`config.mk`:
```
export PLATFORM = sky130hd
export DESIGN_NAME = alu_op_sequencer
export DESIGN_NICKNAME = d
export VERILOG_FILES = /design/src/rtl/alu_op_sequencer.sv
export SDC_FILE = /design/constraint.sdc
export NUM_CORES = 1
export LEC_CHECK = 0
export CAP_MARGIN = 20
export CORE_UTILIZATION = 41
export CTS_CLUSTER_SIZE = 24
export DETAILED_ROUTE_END_ITERATION = 12
export PLACE_DENSITY_LB_ADDON = 0.2
export SETUP_SLACK_MARGIN = 0.1
export SLEW_MARGIN = 20
export SYNTH_ARGS = -nofsm -noshare
export SYNTH_HDL_FRONTEND = slang
export SYNTH_SLANG_ARGS = --single-unit
```
`constraint.sdc`:
```
create_clock -name clk_i -period 2.3 [get_ports clk_i]
set_clock_uncertainty 0.2 [all_clocks]
set_input_delay 0.46 -clock clk_i [delete_from_list [all_inputs] [get_ports clk_i]]
set_output_delay 0.46 -clock clk_i [all_outputs]
set_load 0.03 [all_outputs]
```
`src/rtl/alu_op_sequencer.sv`:
```
`default_nettype none
// ============================================================================
//  Module   : alu_op_sequencer
//  Purpose  : Control-side sequencer for the ALU datapath. Accepts one
//             R-format instruction per valid/ready handshake, decodes the
//             opcode and steps the bus controls through
//             Y load -> ALU op strobe + Zin -> Z writeback (RF or LO/HI).
//  Revision : 1.0  initial release
// ----------------------------------------------------------------------------
//  Ports
//    clk_i          rising-edge clock
//    clr_n_i        synchronous active-low reset
//    instr_valid_i  instr_i holds a valid instruction
//    instr_ready_o  sequencer idle and able to accept
//    instr_i        32-bit instruction word {op, ra, rb, rc, unused}
//    rf_rd_addr_o   register driven onto the bus
//    rf_rd_en_o     register file drives the bus
//    rf_wr_addr_o   destination register
//    rf_wr_en_o     write bus value into rf_wr_addr_o
//    y_in_o         load bus into Y
//    z_in_o         latch ALU result into ZLo/ZHi
//    zlo_out_o      ZLo drives the bus
//    zhi_out_o      ZHi drives the bus
//    lo_in_o        load bus into LO
//    hi_in_o        load bus into HI
//    alu_op_o       one-hot ALU operation strobe
//    done_o         one-cycle completion pulse
//    illegal_o      one-cycle unsupported-opcode pulse
// ============================================================================
module alu_op_sequencer #(
  parameter int OPCODE_W   = 5,
  parameter int REG_ADDR_W = 4,
  parameter int EXE_CYCLES = 1
) (
  input  logic                  clk_i,
  input  logic                  clr_n_i,
  input  logic                  instr_valid_i,
  output logic                  instr_ready_o,
  input  logic [31:0]           instr_i,
  output logic [REG_ADDR_W-1:0] rf_rd_addr_o,
  output logic                  rf_rd_en_o,
  output logic [REG_ADDR_W-1:0] rf_wr_addr_o,
  output logic                  rf_wr_en_o,
  output logic                  y_in_o,
  output logic                  z_in_o,
  output logic                  zlo_out_o,
  output logic                  zhi_out_o,
  output logic                  lo_in_o,
  output logic                  hi_in_o,
  output logic [12:0]           alu_op_o,
  output logic                  done_o,
  output logic                  illegal_o
);

  localparam int RA_MSB = 31 - OPCODE_W;
  localparam int RB_MSB = RA_MSB - REG_ADDR_W;
  localparam int RC_MSB = RB_MSB - REG_ADDR_W;
  localparam int LO_MSB = RC_MSB - REG_ADDR_W;

  localparam logic [3:0] EXE_LAST = 4'(EXE_CYCLES - 1);

  typedef enum logic [2:0] {
    S_IDLE = 3'd0,
    S_ERR  = 3'd1,
    S_LDY  = 3'd2,
    S_EXE  = 3'd3,
    S_WBLO = 3'd4,
    S_WBHI = 3'd5
  } state_t;

  // Opcode -> one-hot ALU strobe; all-zero means unsupported.
  function automatic logic [12:0] op_onehot(input logic [OPCODE_W-1:0] op);
    logic [12:0] oh;
    oh = '0;
    case (op)
      OPCODE_W'(5'b00101): oh[0]  = 1'b1; // AND
      OPCODE_W'(5'b00110): oh[1]  = 1'b1; // OR
      OPCODE_W'(5'b10001): oh[2]  = 1'b1; // NEG
      OPCODE_W'(5'b10010): oh[3]  = 1'b1; // NOT
      OPCODE_W'(5'b00100): oh[4]  = 1'b1; // SUB
      OPCODE_W'(5'b00011): oh[5]  = 1'b1; // ADD
      OPCODE_W'(5'b10000): oh[6]  = 1'b1; // MUL
      OPCODE_W'(5'b00111): oh[7]  = 1'b1; // ROR
      OPCODE_W'(5'b01000): oh[8]  = 1'b1; // ROL
      OPCODE_W'(5'b01111): oh[9]  = 1'b1; // DIV
      OPCODE_W'(5'b01001): oh[10] = 1'b1; // SHR
      OPCODE_W'(5'b01011): oh[11] = 1'b1; // SHL
      OPCODE_W'(5'b01010): oh[12] = 1'b1; // SHRA
      default:             oh     = '0;
    endcase
    return oh;
  endfunction

  state_t                state_q, state_d;
  logic [3:0]            cnt_q, cnt_d;
  logic [OPCODE_W-1:0]   opcode_q;
  logic [REG_ADDR_W-1:0] ra_q, rb_q, rc_q;

  logic [12:0] oh_in;
  logic [12:0] oh_q;
  logic        accept;
  logic        unary_q;
  logic        muldiv_q;
  logic        unused_instr_bits;

  assign unused_instr_bits = ^instr_i[LO_MSB:0];

  assign oh_in    = op_onehot(instr_i[31 -: OPCODE_W]);
  assign oh_q     = op_onehot(opcode_q);
  assign unary_q  = oh_q[2] | oh_q[3];
  assign muldiv_q = oh_q[6] | oh_q[9];
  assign accept   = instr_valid_i && (state_q == S_IDLE);

  always_ff @(posedge clk_i) begin
    if (!clr_n_i) begin
      state_q  <= S_IDLE;
      cnt_q    <= '0;
      opcode_q <= '0;
      ra_q     <= '0;
      rb_q     <= '0;
      rc_q     <= '0;
    end else begin
      state_q <= state_d;
      cnt_q   <= cnt_d;
      if (accept) begin
        opcode_q <= instr_i[31 -: OPCODE_W];
        ra_q     <= instr_i[RA_MSB -: REG_ADDR_W];
        rb_q     <= instr_i[RB_MSB -: REG_ADDR_W];
        rc_q     <= instr_i[RC_MSB -: REG_ADDR_W];
      end
    end
  end

  // Next state. Only the IDLE decision looks at the live instruction;
  // every output below is decoded from registered state alone.
  always_comb begin
    state_d = state_q;
    cnt_d   = cnt_q;
    case (state_q)
      S_IDLE: begin
        if (instr_valid_i) begin
          if (oh_in == '0)             state_d = S_ERR;
          else if (oh_in[2] | oh_in[3]) state_d = S_EXE;  // unary skips Y load
          else                         state_d = S_LDY;
        end
      end
      S_ERR:  state_d = S_IDLE;
      S_LDY:  state_d = S_EXE;
      S_EXE: begin
        if (cnt_q == EXE_LAST) begin
          cnt_d   = '0;
          state_d = S_WBLO;
        end else begin
          cnt_d = cnt_q + 4'd1;
        end
      end
      S_WBLO: state_d = muldiv_q ? S_WBHI : S_IDLE;
      S_WBHI: state_d = S_IDLE;
      default: state_d = S_IDLE;
    endcase
  end

  always_comb begin
    instr_ready_o = 1'b0;
    rf_rd_addr_o  = '0;
    rf_rd_en_o    = 1'b0;
    rf_wr_addr_o  = '0;
    rf_wr_en_o    = 1'b0;
    y_in_o        = 1'b0;
    z_in_o        = 1'b0;
    zlo_out_o     = 1'b0;
    zhi_out_o     = 1'b0;
    lo_in_o       = 1'b0;
    hi_in_o       = 1'b0;
    alu_op_o      = '0;
    done_o        = 1'b0;
    illegal_o     = 1'b0;
    case (state_q)
      S_IDLE: instr_ready_o = 1'b1;
      S_ERR:  illegal_o     = 1'b1;
      S_LDY: begin
        rf_rd_addr_o = rb_q;
        rf_rd_en_o   = 1'b1;
        y_in_o       = 1'b1;
      end
      S_EXE: begin
        // Binary ops put rc on the bus (Y already holds rb); unary ops use rb.
        rf_rd_addr_o = unary_q ? rb_q : rc_q;
        rf_rd_en_o   = 1'b1;
        alu_op_o     = oh_q;
        z_in_o       = 1'b1;
      end
      S_WBLO: begin
        zlo_out_o = 1'b1;
        if (muldiv_q) begin
          lo_in_o = 1'b1;
        end else begin
          rf_wr_addr_o = ra_q;
          rf_wr_en_o   = 1'b1;
          done_o       = 1'b1;
        end
      end
      S_WBHI: begin
        zhi_out_o = 1'b1;
        hi_in_o   = 1'b1;
        done_o    = 1'b1;
      end
      default: ;
    endcase
  end

endmodule
`default_nettype wire
```
# == After elaboration in Yosys (flattened, before gate mapping) ==
# Index checks and enable logic that the tools add are counted.
# op_classes
n_addsub,1
n_eq_ne,33
muxes,50
bitwise,3
n_reduce_logical,6
# ops
op,n
"5-bit by 4-bit equality test with 1-bit output, second input constant",10
"5-bit by 3-bit equality test with 1-bit output, second input constant",8
1-bit 2-to-1 mux,38
"5-bit equality test, second input constant",6
4-bit 2-to-1 mux,4
13-bit zero test,1
13-bit 2-to-1 mux,1
3-bit case mux with 4 select lines,1
"5-bit by 2-bit equality test with 1-bit output, second input constant",2
3-bit 2-to-1 mux,3
4-bit case mux with 2 select lines,1
"3-bit by 2-bit equality test with 1-bit output, second input constant",2
"3-bit equality test, second input constant",2
"4-bit by 1-bit adder with 4-bit output, second input constant",1
4-bit zero test,1
"2-bit != test, second input constant",2
"3-bit by 1-bit equality test with 1-bit output, second input constant",1
3-bit zero test,1
1-bit OR,3
2-bit 2-to-1 mux,1
1-bit case mux with 2 select lines,1
2-bit AND reduction,1
2-bit OR reduction,1
1-bit logical AND,1
# word_totals
reg_bits,24
input_bits,35

# == Depth between registers and ports, before layout ==
# Gate-level depths: netlist of run 1.
# logic_depth
depth_word,7
ltp_mapped,7

# == Worst setup path before layout of run 1 ==
# OpenSTA, ideal clock, no wires.
# synth_timing
kind,reg-to-output
start,register state_q[2]
end,output alu_op_o[11]
arrival_time_ns,1.740
path_slack_ns,-0.100
path_stages_with_launch,6
path_buffers,1
path_cell_list,dfxtp_1 buf_2 nand3b_4 inv_2 nand2_1 nor3b_1
# synth_via
elab_chain_cells,2
# synth_rtl
item,line,rtl
start: declaration,94,"state_t state_q, state_d;"
start signal: assignment,123,state_q <= state_d;
3-bit by 2-bit equality test with 1-bit output,178,case (state_q)
13-bit 2-to-1 mux,178,
end: declaration,50,"output logic [12:0] alu_op_o,"
# Every way passes these cells.

# == Worst setup path after layout of run 1 ==
# layout_timing
start,register opcode_q[0]
end,output rf_wr_addr_o[3]
# layout_via
elab_chain_cells,5
# layout_rtl
item,line,rtl
start: declaration,96,logic [OPCODE_W-1:0] opcode_q;
start signal: assignment,126,opcode_q <= instr_i[31 -: OPCODE_W];
5-bit equality test or 5-bit by 4-bit equality test with 1-bit output (tied branches),75,case (op)
1-bit 2-to-1 mux,75,
1-bit OR *,111,assign muldiv_q = oh_q[6] | oh_q[9];
4-bit 2-to-1 mux *,195,if (muldiv_q) begin
4-bit 2-to-1 mux *,178,
end: declaration,42,"output logic [REG_ADDR_W-1:0] rf_wr_addr_o,"
# Every way passes the cells marked *; elsewhere a longest branch is shown, timed or not.

==> key figures, run 1 <==
Status
  • Outcome: complete, but fails checks
  • Failing checks: negative setup slack

Timing
  • Slew @ Worst Pin: 0.557 ns
  • RSZ-0062 raised after global routing: true
  • Final worst-path setup slack: -0.0901 ns
  • Period Utilization, post-route: 1.04
  • Fin. max-slew vios: 0
  • # setup viols final: 11
  • Max Fclk: 0.418 GHz
  • Final min period: 2.39 ns
  • Relative slew margins: 0.627
  • Final Hold Fails: 0

Route
  • DRC viols: 0
  • DR iter-0 viols: 81
  • Antenna viol nets, final: 0
  • Vias per cell: 4.80
  • Final WL: 3430 um
  • Drt first pass iters: 4
  • Routed len/inst: 11.8 um
  • Via count: 1,402

Place
  • GPL Wtd Cong: 0.781
  • HPWL after DPL: 2410 um
  • I/O Buffers: 51
  • Dpl cell area: 0.00198 mm2
  • Placed insts: 281

Global routing
  • First-pass GRT wire length: 5490 um
  • Number of global-route vias before repair: 1,241
  • Largest net degree at the start of global routing: 24
  • GRT Total Usage: 0.197
  • Total gr overflow: 0
  • Initial antenna violation count: 0

Synthesis
  • Async SR Flop Fraction: 0
  • Net Count, Synth: 222
  • Area of the mapped netlist: 0.00144 mm2
  • Cell variety after synth: 40
  • Yosys reg bits: 24
  • Post-Syn Instances: 185
  • Synth top area cells: dfxtp_1 (33%), nand2_1 (12%), a21boi_1 (5.2%)
  • EDFF count, synth: 0
  • Main flop type after synthesis: dfxtp_1
  • Share of the synthesized area in the top cell type: 0.334
  • Area leader, netlist: dfxtp_1
  • Syn Area/Cell: 7.78 um2
  • Syn. warnings: 0
  • Register area share after synthesis: 0.334

Die
  • Initial Util: 0.428
  • Die ar.: 0.00375 mm2
  • Die width: 61.3 um
  • CORE AREA: 0.00336 mm2
  • Num rows: 21
  • Die Y: 61.3 um
  • I/O Pins: 67

Clock network
  • CTS tree: done
  • H-tree depth: 1
  • Worst skew pair latency: 0.33 ns
  • Register clock-pin slew on the reported worst setup and hold paths: 0.14 ns
  • Clock root buffer: clkbuf_4
  • CTS Hold Buffers Added: 0
  • Max Buffers Root-to-Sink: 2
  • CTS Buf Count: 3
  • Clk sinks: 24

Setup path
  • CP endpoint kind: output port
  • Reg2reg start: state_q[1]
  • WS Path Type: flop to output port
  • Critical Path Start Type: flop
  • R2R setup slack: 0.64 ns
  • R2R Path End: opcode_q[2]
  • Worst Path Required: 1.64 ns
  • CP Max Fanout: 5
  • Worst Path Arrival: 1.73 ns
  • Reg2Reg Depth: 5

Power
  • Switching power: 266 uW
  • Comb power frac: 0.221
  • VDD IR max: 0.260 mV
  • Leak Pwr: 0.962 nW
  • Int Pwr: 723 uW
  • Clock group share of total power: 0.317
  • Sequential power share: 0.462
  • Sw Share: 0.269
  • Pwr dens: 457 mW/mm2

Hold path
  • Hold Crit Depth: 2
  • Hold endpoint: ra_q[0]
  • Hold Path Origin: ra_q[0]
  • Hold Crit Class: flop to flop

Finish
  • Final Cell Area: 0.00216 mm2
  • Layout area overhead: 50.0%
  • Non-Filler Instances: 292
  • Share of layout cells above drive strength 1: 0.341
  • N_diodes: 0
  • Nets@finish: 284

Run
  • Max_cap viols: 0
-- cells in the final DEF (no fill, tap or decap), drive strengths merged, types with 3 or more instances in the layout --
master	n
a21boi	19
a21oi	4
and2	7
buf	45
clkbuf	4
clkdlybuf4s15	3
clkdlybuf4s50	19
dfxtp	24
inv	6
mux2i	5
nand2	45
nand2b	8
nand3b	3
nor2	18
nor3	9
nor3b	3
-- cells by family after synthesis --
group                      synth area share
and+or+nand+nor                       0.358
AOI/OAI and AO/OA                     0.168
adders and majority gates            0.0174
xor gates and xnor gates             0.0122
buffers and inverters                0.0765
DFF                                   0.334
muxes                                0.0348
-- through the flow --
stage | TNS (ns) | total power, mW | setup slack [ns] | utilization | hold slack, ns
after floorplan | 0 | 0.596 | 0.100 | - | 0.230
after global placement | 0 | 0.670 | 0.187 | 0.587 | 0.237
after detailed placement | 0 | 0.673 | 0.158 | 0.587 | 0.241
after CTS | -0.931 | 0.991 | -0.159 | 0.631 | 0.266
after global routing | -1.54 | 1.03 | -0.160 | 0.642 | 0.293
final | -0.612 | 0.988 | -0.0901 | 0.642 | 0.262
-- worst max-delay path by stage --
stage,startpoint,endpoint
finish,opcode_q[0],rf_wr_addr_o[3]
CTS,opcode_q[4],rf_wr_addr_o[2]
floorplan,opcode_q[0],rf_wr_addr_o[0]
detailed placement,state_q[1],zhi_out_o
global route,opcode_q[4],rf_wr_addr_o[3]
global placement,state_q[0],z_in_o
-- metal layers --
layer | GRT usage | vias to the layer above | part of all wire
li1 | - | 731 | -
met1 | 0.241 | 617 | 0.45
met2 | 0.348 | 49 | 0.48
met3 | 0.0294 | 5 | 0.055
met4 | 0.0779 | 0 | 0.014
met5 | 0 | - | 0
-- sequential cells by signal, summed over array words and instances, names as in the netlist --
signal / count
cnt_q: 4
opcode_q: 5
ra_q: 4
rb_q: 4
rc_q: 4
state_q: 3
-- Yosys cell counts, types with 4 or more instances --
library cell,count
inv_1,5
and2_1,7
nor2_1,17
buf_2,4
dfxtp_1,24
a21boi_0,9
a21oi_1,4
mux2i_1,5
nand2b_1,8
nor3_1,7
nand2_1,45
a21boi_1,10
-- power groups by stage --
stage | clock (mW) | sequential [mW] | combinational, mW
after floorplan | 0 | 0.456 | 0.140
after global placement | 0 | 0.467 | 0.204
after detailed placement | 0 | 0.468 | 0.205
after CTS | 0.319 | 0.458 | 0.213
after global routing | 0.336 | 0.460 | 0.239
final | 0.314 | 0.456 | 0.218
-- critical path, cell delays in order (launching register included) --
cell	delay [ns]
dfxtp_4	0.39
and3b_1	0.18
a32o_2	0.27
nor3_4	0.24
and2_4	0.20
buf_6	0.12
-- layout make-up --
| type | count | area [um2] |
|---|---|---|
| Tap cell | 46 | 57.6 |
| Clock buffer | 3 | 22.5 |
| Inverter | 6 | 25.0 |
| Timing Repair Buffer | 70 | 613 |
| Sequential cell | 24 | 499 |
| Multi-Input combinational cell | 142 | 913 |
| Clock inverter | 1 | 30.0 |
| Fill cell | 315 | 1200 |
-- repair_timing --
item,in CTS,in global routing
pin swaps,8,11
resized for setup,31,15
setup endpoints to repair,29,28
buffers inserted,6,1
No activity file was read; power rests on OpenSTA's default activity.
==> inputs of run 2 (changes only) <==
--- a/config.mk
+++ b/config.mk
@@ -6,7 +6,10 @@
 export NUM_CORES = 1
 export LEC_CHECK = 0
 export CAP_MARGIN = 20
-export CORE_UTILIZATION = 41
+export CELL_PAD_IN_SITES_DETAIL_PLACEMENT = 0
+export CELL_PAD_IN_SITES_GLOBAL_PLACEMENT = 1
+export CORE_UTILIZATION = 28
+export CTS_CLUSTER_DIAMETER = 120
 export CTS_CLUSTER_SIZE = 24
 export DETAILED_ROUTE_END_ITERATION = 12
 export PLACE_DENSITY_LB_ADDON = 0.2
==> run 2 against run 1 <==
Against the previous run: the flow now finishes without violations; setup slack better by 0.11 ns; fmax up 4.6%; total power rose by 6.0%; routed wire length up 3.6%; die area up 45%; sequential power about the same; global-route usage is 6.0 points lower; non-clock buffer count grew 7; clock-buffer cell count unchanged; sequential cell count unchanged; cell count grew 9.6%; critical path type unchanged.
==> key figures, run 2 (synthesized netlist as in run 1, its figures left out) <==
Finish
  • Largest reg by FF count: opcode_q
  • Fill cells: 495
  • Final Core Density: 0.465
  • Share of layout cells above drive strength 1: 0.340
  • Final Cell Area: 0.00225 mm2
  • N_diodes: 0
  • Non-Filler Instances: 320
  • Most frequent cells in the layout: nand2_1 (44), buf_4 (44), clkdlybuf4s50_1 (19)
  • Nets@finish: 291
  • Number of flip-flops in the largest register: 5
  • Layout area overhead: 56.6%

Setup path
  • Worst Path Required: 1.64 ns
  • Buf+Inv Stages, Crit Path: 2
  • Slowest-stage cell, CP: dfxtp_2
  • R2R setup slack: 0.71 ns
  • WS Path Type: flop to output port
  • Worst Path Arrival: 1.62 ns
  • Worst-path cell chain: and3b_1 > a32o_2 > nor3_4 > buf_6 > and2_4 > buf_6
  • CP dominant cell by count: buf_6
  • Kind of cell adding the most delay to the critical path: simple AND/OR/NAND/NOR gates
  • Critical Path Start Type: flop
  • Worst path max stage delay: 0.35 ns
  • CP Max Fanout: 4
  • CP endpoint kind: output port

Clock network
  • H-tree depth: 1
  • CTS tree: done
  • CTS Buf Count: 3
  • CTS Hold Buffers Added: 0
  • Worst skew pair latency: 0.27 ns
  • Register clock-pin slew on the reported worst setup and hold paths: 0.08 ns
  • Clk sinks: 24
  • Clock root buffer: clkbuf_8
  • Max Buffers Root-to-Sink: 2

Place
  • DP Worst Slack: 0.140 ns
  • Dpl cell area: 0.00201 mm2
  • GPL Wtd Cong: 0.747
  • I/O Buffers: 51
  • HPWL after DPL: 2640 um
  • Placed insts: 304

Die
  • Num rows: 25
  • Die ar.: 0.00543 mm2
  • CORE AREA: 0.00485 mm2
  • Die width: 73.7 um
  • Die Y: 73.7 um
  • Initial Util: 0.297
  • I/O Pins: 67

Global routing
  • Largest net degree at the start of global routing: 24
  • Number of global-route vias before repair: 1,305
  • First-pass GRT wire length: 5780 um
  • GRT Total Usage: 0.138
  • Initial antenna violation count: 0
  • Total gr overflow: 0

Route
  • DR iter-0 viols: 55
  • Routed len/inst: 11.1 um
  • Via count: 1,407
  • Final WL: 3560 um
  • DRC viols: 0
  • Drt first pass iters: 4
  • Antenna viol nets, final: 0
  • Vias per cell: 4.40

Power
  • Leak Pwr: 1.02 nW
  • VDD IR max: 0.162 mV
  • Pwr dens: 465 mW/mm2

Status
  • Outcome: finished clean

Timing
  • Final worst-path setup slack: 0.0157 ns
  • Period Utilization, post-route: 0.993
  • Worst hold slack: 0.256 ns
  • Final Hold Fails: 0
  • Final min period: 2.28 ns
  • Max Fclk: 0.438 GHz
  • # setup viols final: 0
  • Fin. max-slew vios: 0
  • Slew @ Worst Pin: 0.292 ns
  • RSZ-0062 raised after global routing: true
  • Relative slew margins: 0.804

Run
  • Max_cap viols: 0

Hold path
  • Hold Crit Class: flop to flop
-- run 2: cell types whose count changed in the layout (fill, tap and decap cells not counted), moves of 2 or more --
cell	before	now
buf_4	37	44
clkbuf_4	3	0
clkbuf_8	0	3
nor2_1	14	17
buf_6	8	10
clkdlybuf4s15_2	2	0
dlygate4sd2_1	2	4
nor2_2	3	1
-- run 2: timing repair --
item                                   CTS  global route
buffers inserted                         8             4
endpoints found under the hold margin    0             0
setup endpoints to repair               26            19
resized for setup                       26             8
pin swaps                               10             4
-- run 2: path summary, 6_finish.rpt --
check         startpoint              end  cells after the start
max          opcode_q[4]  rf_wr_addr_o[2]                      6
min              ra_q[0]          ra_q[0]                      2
max reg2reg   state_q[0]      opcode_q[2]                      6
min reg2reg      ra_q[0]          ra_q[0]                      2
-- run 2: stage by stage --
stage               setup TNS (ns)  total power [mW]
finish                           0              1.05
global route                -0.323              1.11
CTS                         -0.184              1.06
detailed placement               0             0.677
global placement                 0             0.676
floorplan                        0             0.596
-- run 2: power breakdown --
group	switching (mW)	total, mW	internal (mW)
Sequential	0.0183	0.456	0.438
Clock	0.133	0.366	0.233
Combinational	0.111	0.225	0.114
Total	0.263	1.05	0.785
-- run 2: tightest hold or removal path, stage by stage, from the launching register on --
cell      delay, ns
dfxtp_1        0.32
nand2_1        0.05
a21boi_1       0.05
-- run 2: routing by layer --
metal  up-vias  GRT usage  routed length [um]
met4         0     0.0491                  43
met5         -          0                   0
met3         5     0.0261                 166
met1       619      0.172                1680
met2        38      0.235                1670
li1        745          -                   -
-- run 2: cell type report --
type / instances / area, um2 / share of cell area
repair buffers: 77 / 668 / 0.296
well taps: 67 / 83.8 / 0.0372
clock inverters: 1 / 30.0 / 0.0133
multi-input cells: 142 / 911 / 0.404
flip-flops and latches: 24 / 498 / 0.221
inverters: 6 / 22.5 / 0.00999
clock buffers: 3 / 41.3 / 0.0183
==> edit 1: new RTL, flow settings as in run 2 <==
The parameter `REG_ADDR_W` goes from 4 to 6.
--- a/src/rtl/alu_op_sequencer.sv
+++ b/src/rtl/alu_op_sequencer.sv
@@ -29,7 +29,7 @@
 // ============================================================================
 module alu_op_sequencer #(
   parameter int OPCODE_W   = 5,
-  parameter int REG_ADDR_W = 4,
+  parameter int REG_ADDR_W = 6,
   parameter int EXE_CYCLES = 1
 ) (
   input  logic                  clk_i,
Ports: changed (resized rf_rd_addr_o and rf_wr_addr_o); port bits go from 67 to 71. No check against the original RTL was run, so the function may have changed too.
==> edit 1 against run 2 <==
- the flow now finishes with violations (setup timing)
- synthesized area grew 17%
- final area grew 25%
- register-to-register slack got worse by 230 ps
- cell count rose by 17%
- sequential power up 27%
- sequential share of layout area fell by 0.44 points
- sequential cell count grew 6
- global-route usage is 1.5 points higher
- worst setup slack lost 180 ps
- largest power group unchanged
- highest routed layer unchanged
- die area increased by 17%
- largest cell class unchanged
- critical path type unchanged
- combinational power is 38% higher
- wire length up 29%
- fmax fell by 7.2%
- power is 24% higher
==> edit 1: results (changes against run 2) <==
[grt]
grt_util_met2_pct=25.3  ; +1.8 points
first_global_vias=1637  ; +25%
grtUsageMet1_pct=18.4  ; +1.3 points
grt_pass1_wl_mm=7.42  ; +28%
gr-usage-met3_pct=5.03  ; +2.4 points
grt_usage_pct=15.3  ; +1.5 points
grt_max_degree=19  ; -21%

[setup_path]
ff2ff_path_depth=6  ; unchanged
cp.arrival_ps=1800  ; +180 ps
crit_fanout=5  ; +1

[cts]
numCtsBuffers=5  ; +2
cts-root-buf=clkbuf_8
clk_latency_ps=270  ; about the same
htree_levels=2  ; +1
clk_pin_slew_ps=60  ; -20 ps

[synth]
synth_ff_type=dfxtp_1
yosys-top-cells-area=dfxtp_1 36%, nand2_1 12%, a21boi_0 10%, nor2_1 5.1%, mux2i_1 3.6%
syn_avg_cell_area_um2=7.78  ; about the same
yosysSeqAreaShare_pct=35.6  ; +2.2 points
synthTopCellsByCount=55 x nand2_1, 30 x dfxtp_1, 23 x a21boi_0, 23 x nor2_1, 8 x and2_1
synth_xor_area_share_pct=1.04  ; -0.18 points
synth_fp_nets=254  ; +14%
yosysUniqueCellTypes=40  ; unchanged
muxShareOfSynthArea_pct=3.56  ; +0.083 points
synthAdderAreaFrac_pct=1.48  ; -0.26 points
synthArstFlopShare_pct=0  ; unchanged
synth_compound_gate_area_share_pct=19.1  ; +2.3 points

[place]
gp_congestion=0.749  ; +0.33%
placedInstanceArea_mm2=0.00251  ; +25%
dp_hpwl_mm=3.33  ; +26%
place_inst=361  ; +19%
io_buffers=61  ; +20%

[worst_hold_path]
holdPathStages=2  ; unchanged
worstHoldPathType=reg -> reg

[sta]
setup_violations=16  ; +16
setup_ws_ps=-160  ; -176 ps
max-slew-margin-rel_pct=72.1  ; -8.4 points
hold_viol_final=0  ; unchanged

[drt]
viasPerCell=4.54  ; +3.3%
dr.first_iter.drc_count=40  ; -27%
avgRoutedWirePerCell_um=12.3  ; +10%

[final_layout]
fin_nets=339  ; +16%
diodes=0  ; unchanged
drive_gt1_share_pct=38.9  ; +4.9 points
fin_cells=373  ; +17%
fill_cells=577  ; +17%

[power]
p_leak_nw=1.12  ; +9.7%
ir_worst_vdd_v=0.000287  ; +77%

[outcome]
violations=setup timing
status=finished, violations left

==> edit 1: cell types whose count changed in the layout (fill, tap and decap cells not counted), moves of 6 or more <==
cell	run 2	this run
a21boi_0	9	23
clkdlybuf4s50_1	19	25
nand2_1	44	55
buf_4	44	37
dfxtp_1	18	25
nor2_2	1	9
a21boi_1	10	2
buf_6	10	25
==> edit 1: metal layers <==
metal / vias to the layer above / wire (um)
li1: 884 / -
met1: 759 / 2070
met2: 46 / 2170
met3: 5 / 291
met4: 0 / 40
met5: - / 0
==> edit 1: final timing paths <==
| kind | start | to | slack [ps] |
|---|---|---|---|
| setup / recovery | opcode_q[2] | rf_rd_addr_o[1] | -160 |
| hold reg to reg | rb_q[1] | rb_q[1] | 260 |
| setup reg to reg | opcode_q[2] | state_q[0] | 480 |
| hold / removal | rb_q[1] | rb_q[1] | 260 |
==> edit 1: repair_timing <==
item,in CTS,in global routing
pin swaps,13,6
resized for setup,98,22
cloned,0,0
setup endpoints to repair,31,34
setup buffers,3,3
==> edit 1: area by class of cell <==
type / instances / area [um^2] / share of cell area (%)
Multi-Input combinational cell: 166 / 1130 / 40.0
Timing Repair Buffer: 94 / 888 / 31.6
Sequential cell: 30 / 609 / 21.6
Clock buffer: 6 / 82.6 / 2.93
Inverter: 5 / 18.8 / 0.667
Tap cell: 72 / 90.1 / 3.20
==> edit 1: cell families after synthesis <==
group,count (synthesis)
buffers and inverters,21
multiplexers,6
adder cells (fa/ha/maj),2
AND/OR/NAND/NOR,115
AO/OA/AOI/OAI,41
flip-flops,30
XOR/XNOR,2
==> edit 1: worst max-delay path: stages (launching register included) <==
cell,delay [ps]
dfxtp_2,320
or3b_4,430
o21ai_4,190
buf_8,170
mux2i_1,210
nor2_2,70
buf_6,140
==> edit 1: stage by stage <==
stage | util, % | setup slack (ps) | hold slack, ps | power (W) | setup TNS [ps]
6_report | 49.9 | -160 | 262 | 0.00130 | -1890
5_1_grt | 49.9 | -225 | 289 | 0.00137 | -3110
4_1_cts | 48.1 | -159 | 264 | 0.00130 | -2150
3_5_place_dp | 44.6 | -333 | 256 | 0.000864 | -2590
3_3_place_gp | 44.6 | -318 | 251 | 0.000861 | -2380
2_1_floorplan | - | 30.4 | 239 | 0.000730 | 0
==> edit 1: report_power, final <==
part           total [W]  switching, W  leakage (nW)  internal [W]
sequential      0.000577     0.0000247         0.248      0.000552
combinational   0.000310      0.000147         0.826      0.000163
clock           0.000411      0.000181        0.0431      0.000230
==> edit 2: new RTL, flow settings as in run 2 <==
Without the edit above. Re-encode `state_t` (6 states) as Gray code, 3 bits wide.
--- a/src/rtl/alu_op_sequencer.sv
+++ b/src/rtl/alu_op_sequencer.sv
@@ -60,12 +60,12 @@
   localparam logic [3:0] EXE_LAST = 4'(EXE_CYCLES - 1);
 
   typedef enum logic [2:0] {
-    S_IDLE = 3'd0,
-    S_ERR  = 3'd1,
-    S_LDY  = 3'd2,
-    S_EXE  = 3'd3,
-    S_WBLO = 3'd4,
-    S_WBHI = 3'd5
+    S_IDLE = 3'b000,
+    S_ERR  = 3'b001,
+    S_LDY  = 3'b011,
+    S_EXE  = 3'b010,
+    S_WBLO = 3'b110,
+    S_WBHI = 3'b111
   } state_t;
 
   // Opcode -> one-hot ALU strobe; all-zero means unsupported.
Formal check against the unedited RTL: same outputs for any inputs over 10 cycles, from zero or initial values; not proved beyond that.
==> edit 2 against run 2 <==
- the run now ends with setup timing left
- synthesized area fell by 4.1%
- wire length rose by 4.7%
- via count is 4.8% higher
- sequential cell count did not move
- final area grew 8.3%
- worst setup slack worse by 110 ps
- fmax decreased by 4.5%
- critical path type unchanged
- largest cell class unchanged
Power is not compared: it rests on default switching activity, and its combinational part moved more than twofold at a synthesized area within 25%.
==> edit 2: results (changes against run 2) <==
[synth]
yosysUniqueCellTypes=36  ; -10%
yosys-top-cells-area=dfxtp_1 35%, nand2_1 12%, a21oi_1 7.2%, nor2_1 4.1%, mux2i_1 3.6%
yosys_warnings=0  ; unchanged
netlist_instances=186  ; +0.54%
synthArstFlopShare_pct=0  ; unchanged
synth_fp_nets=223  ; +0.45%
synthTopCellsByCount=45 x nand2_1, 24 x dfxtp_1, 20 x a21oi_1
yosysSeqAreaShare_pct=34.8  ; +1.4 points

[worst_hold_path]
worstHoldPathType=reg -> reg
holdPathStages=2  ; unchanged

[final_layout]
fill_cells=460  ; -7.1%
largest_reg_flops=5  ; unchanged
fin_nets=305  ; +4.8%
drive_gt1_share_pct=39.7  ; +5.7 points
top_register=opcode_q
diodes=0  ; unchanged

[cts]
cts-root-buf=clkbuf_8
htree_levels=1  ; unchanged
clk_latency_ps=260
clock_path_buffers=2  ; unchanged
numCtsBuffers=3  ; unchanged
clk_pin_slew_ps=80  ; about the same

[drt]
viasPerCell=4.41  ; +0.37%
firstDrtPassIters=4  ; unchanged
dr.first_iter.drc_count=28  ; -49%
avgRoutedWirePerCell_um=11.1  ; +0.28%
totalWireLength_mm=3.72  ; +4.7%

[outcome]
violations=setup timing
status=finished, violations left

[power]
ir_worst_vdd_v=0.000287
p_leak_nw=1.05

[place]
gp_congestion=0.782  ; +4.7%
io_buffers=51  ; unchanged
place_inst=316  ; +3.9%
pre_cts_slack_ps=-102  ; -241 ps
dp_hpwl_mm=2.73  ; +3.4%

[grt]
grt_usage_pct=14.7  ; +0.97 points
first_global_vias=1358  ; +4.1%
grt_pass1_wl_mm=6.02  ; +4.2%
grt_max_degree=18  ; -25%
antenna_found_initial=0  ; unchanged

[sta]
setup_tns_ps=-653  ; -653 ps
setup_violations=10  ; +10
worst_pin_slew_ps=409  ; +117 ps
setup_ws_ps=-91.1  ; -107 ps

[setup_path]
crit_fanout=4  ; unchanged
ff2ff_path_depth=10  ; +4
cp.arrival_ps=1730  ; +110 ps

[job]
max_cap_violations=0  ; unchanged

edit 2: cell count changes after synthesis, sizes merged, moves of 2 or more:
cell | before | now
nor3b | 3 | 5
nor2 | 18 | 16
nor3 | 9 | 6
nand3 | 0 | 2
or3b | 0 | 2
a21oi | 4 | 20
inv | 6 | 8
a21boi | 19 | 5
edit 2: worst paths after layout:
path                    from           end  slack [ps]
setup reg to reg  state_q[1]   opcode_q[2]         360
setup / recovery  state_q[1]  alu_op_o[11]         -90
hold reg to reg      rb_q[2]       rb_q[2]         260
hold / removal       rb_q[2]       rb_q[2]         260
edit 2: cell type report:
| class | count | area, um^2 | area share, % |
|---|---|---|---|
| clock buffer | 4 | 55.1 | 2.26 |
| inverter | 8 | 32.5 | 1.33 |
| multi-input combinational | 141 | 962 | 39.4 |
| sequential | 24 | 488 | 20.0 |
| tap | 67 | 83.8 | 3.43 |
| timing repair buffer | 90 | 820 | 33.6 |
edit 2: repair_timing:
action,4_1_cts,5_1_grt
pin swaps,6,12
resized for setup,48,54
hold buffers,0,0
setup endpoints to repair,31,25
buffers inserted,3,11
edit 2: routing by layer:
metal / GRT usage [%] / up-vias / wire length, um
met3: 3.33 / 4 / 183
met5: 0 / - / 0
li1: - / 769 / -
met4: 6.32 / 0 / 42
met2: 25.8 / 35 / 1930
met1: 17.3 / 666 / 1570
edit 2: cells by family after synthesis:
logic type                 synth area share, %
buffers and inverters                     7.06
xor gates and xnor gates                  1.90
and+or+nand+nor                           37.2
muxes                                     3.62
adders and majority gates                 1.81
AOI/OAI and AO/OA                         13.6
DFF                                       34.8
edit 2: power by group:
group          internal, W  switching (W)
Clock             0.000153       0.000131
Sequential        0.000452      0.0000258
Combinational     0.000244       0.000241
Total             0.000849       0.000397
edit 2: per-stage QoR:
step / area (um^2) / total power [W]
finish: 2440 / 0.00125
global route: 2440 / 0.00132
CTS: 2240 / 0.00120
detailed placement: 2100 / 0.000882
global placement: 2100 / 0.000884
floorplan: 1440 / 0.000711
edit 2: worst max-delay path, stage by stage (launching register included):
cell     delay [ps]
dfxtp_2         340
buf_6            90
or3b_4          410
nor2_8          140
nand3_4         140
nor3b_4         200
buf_6           150
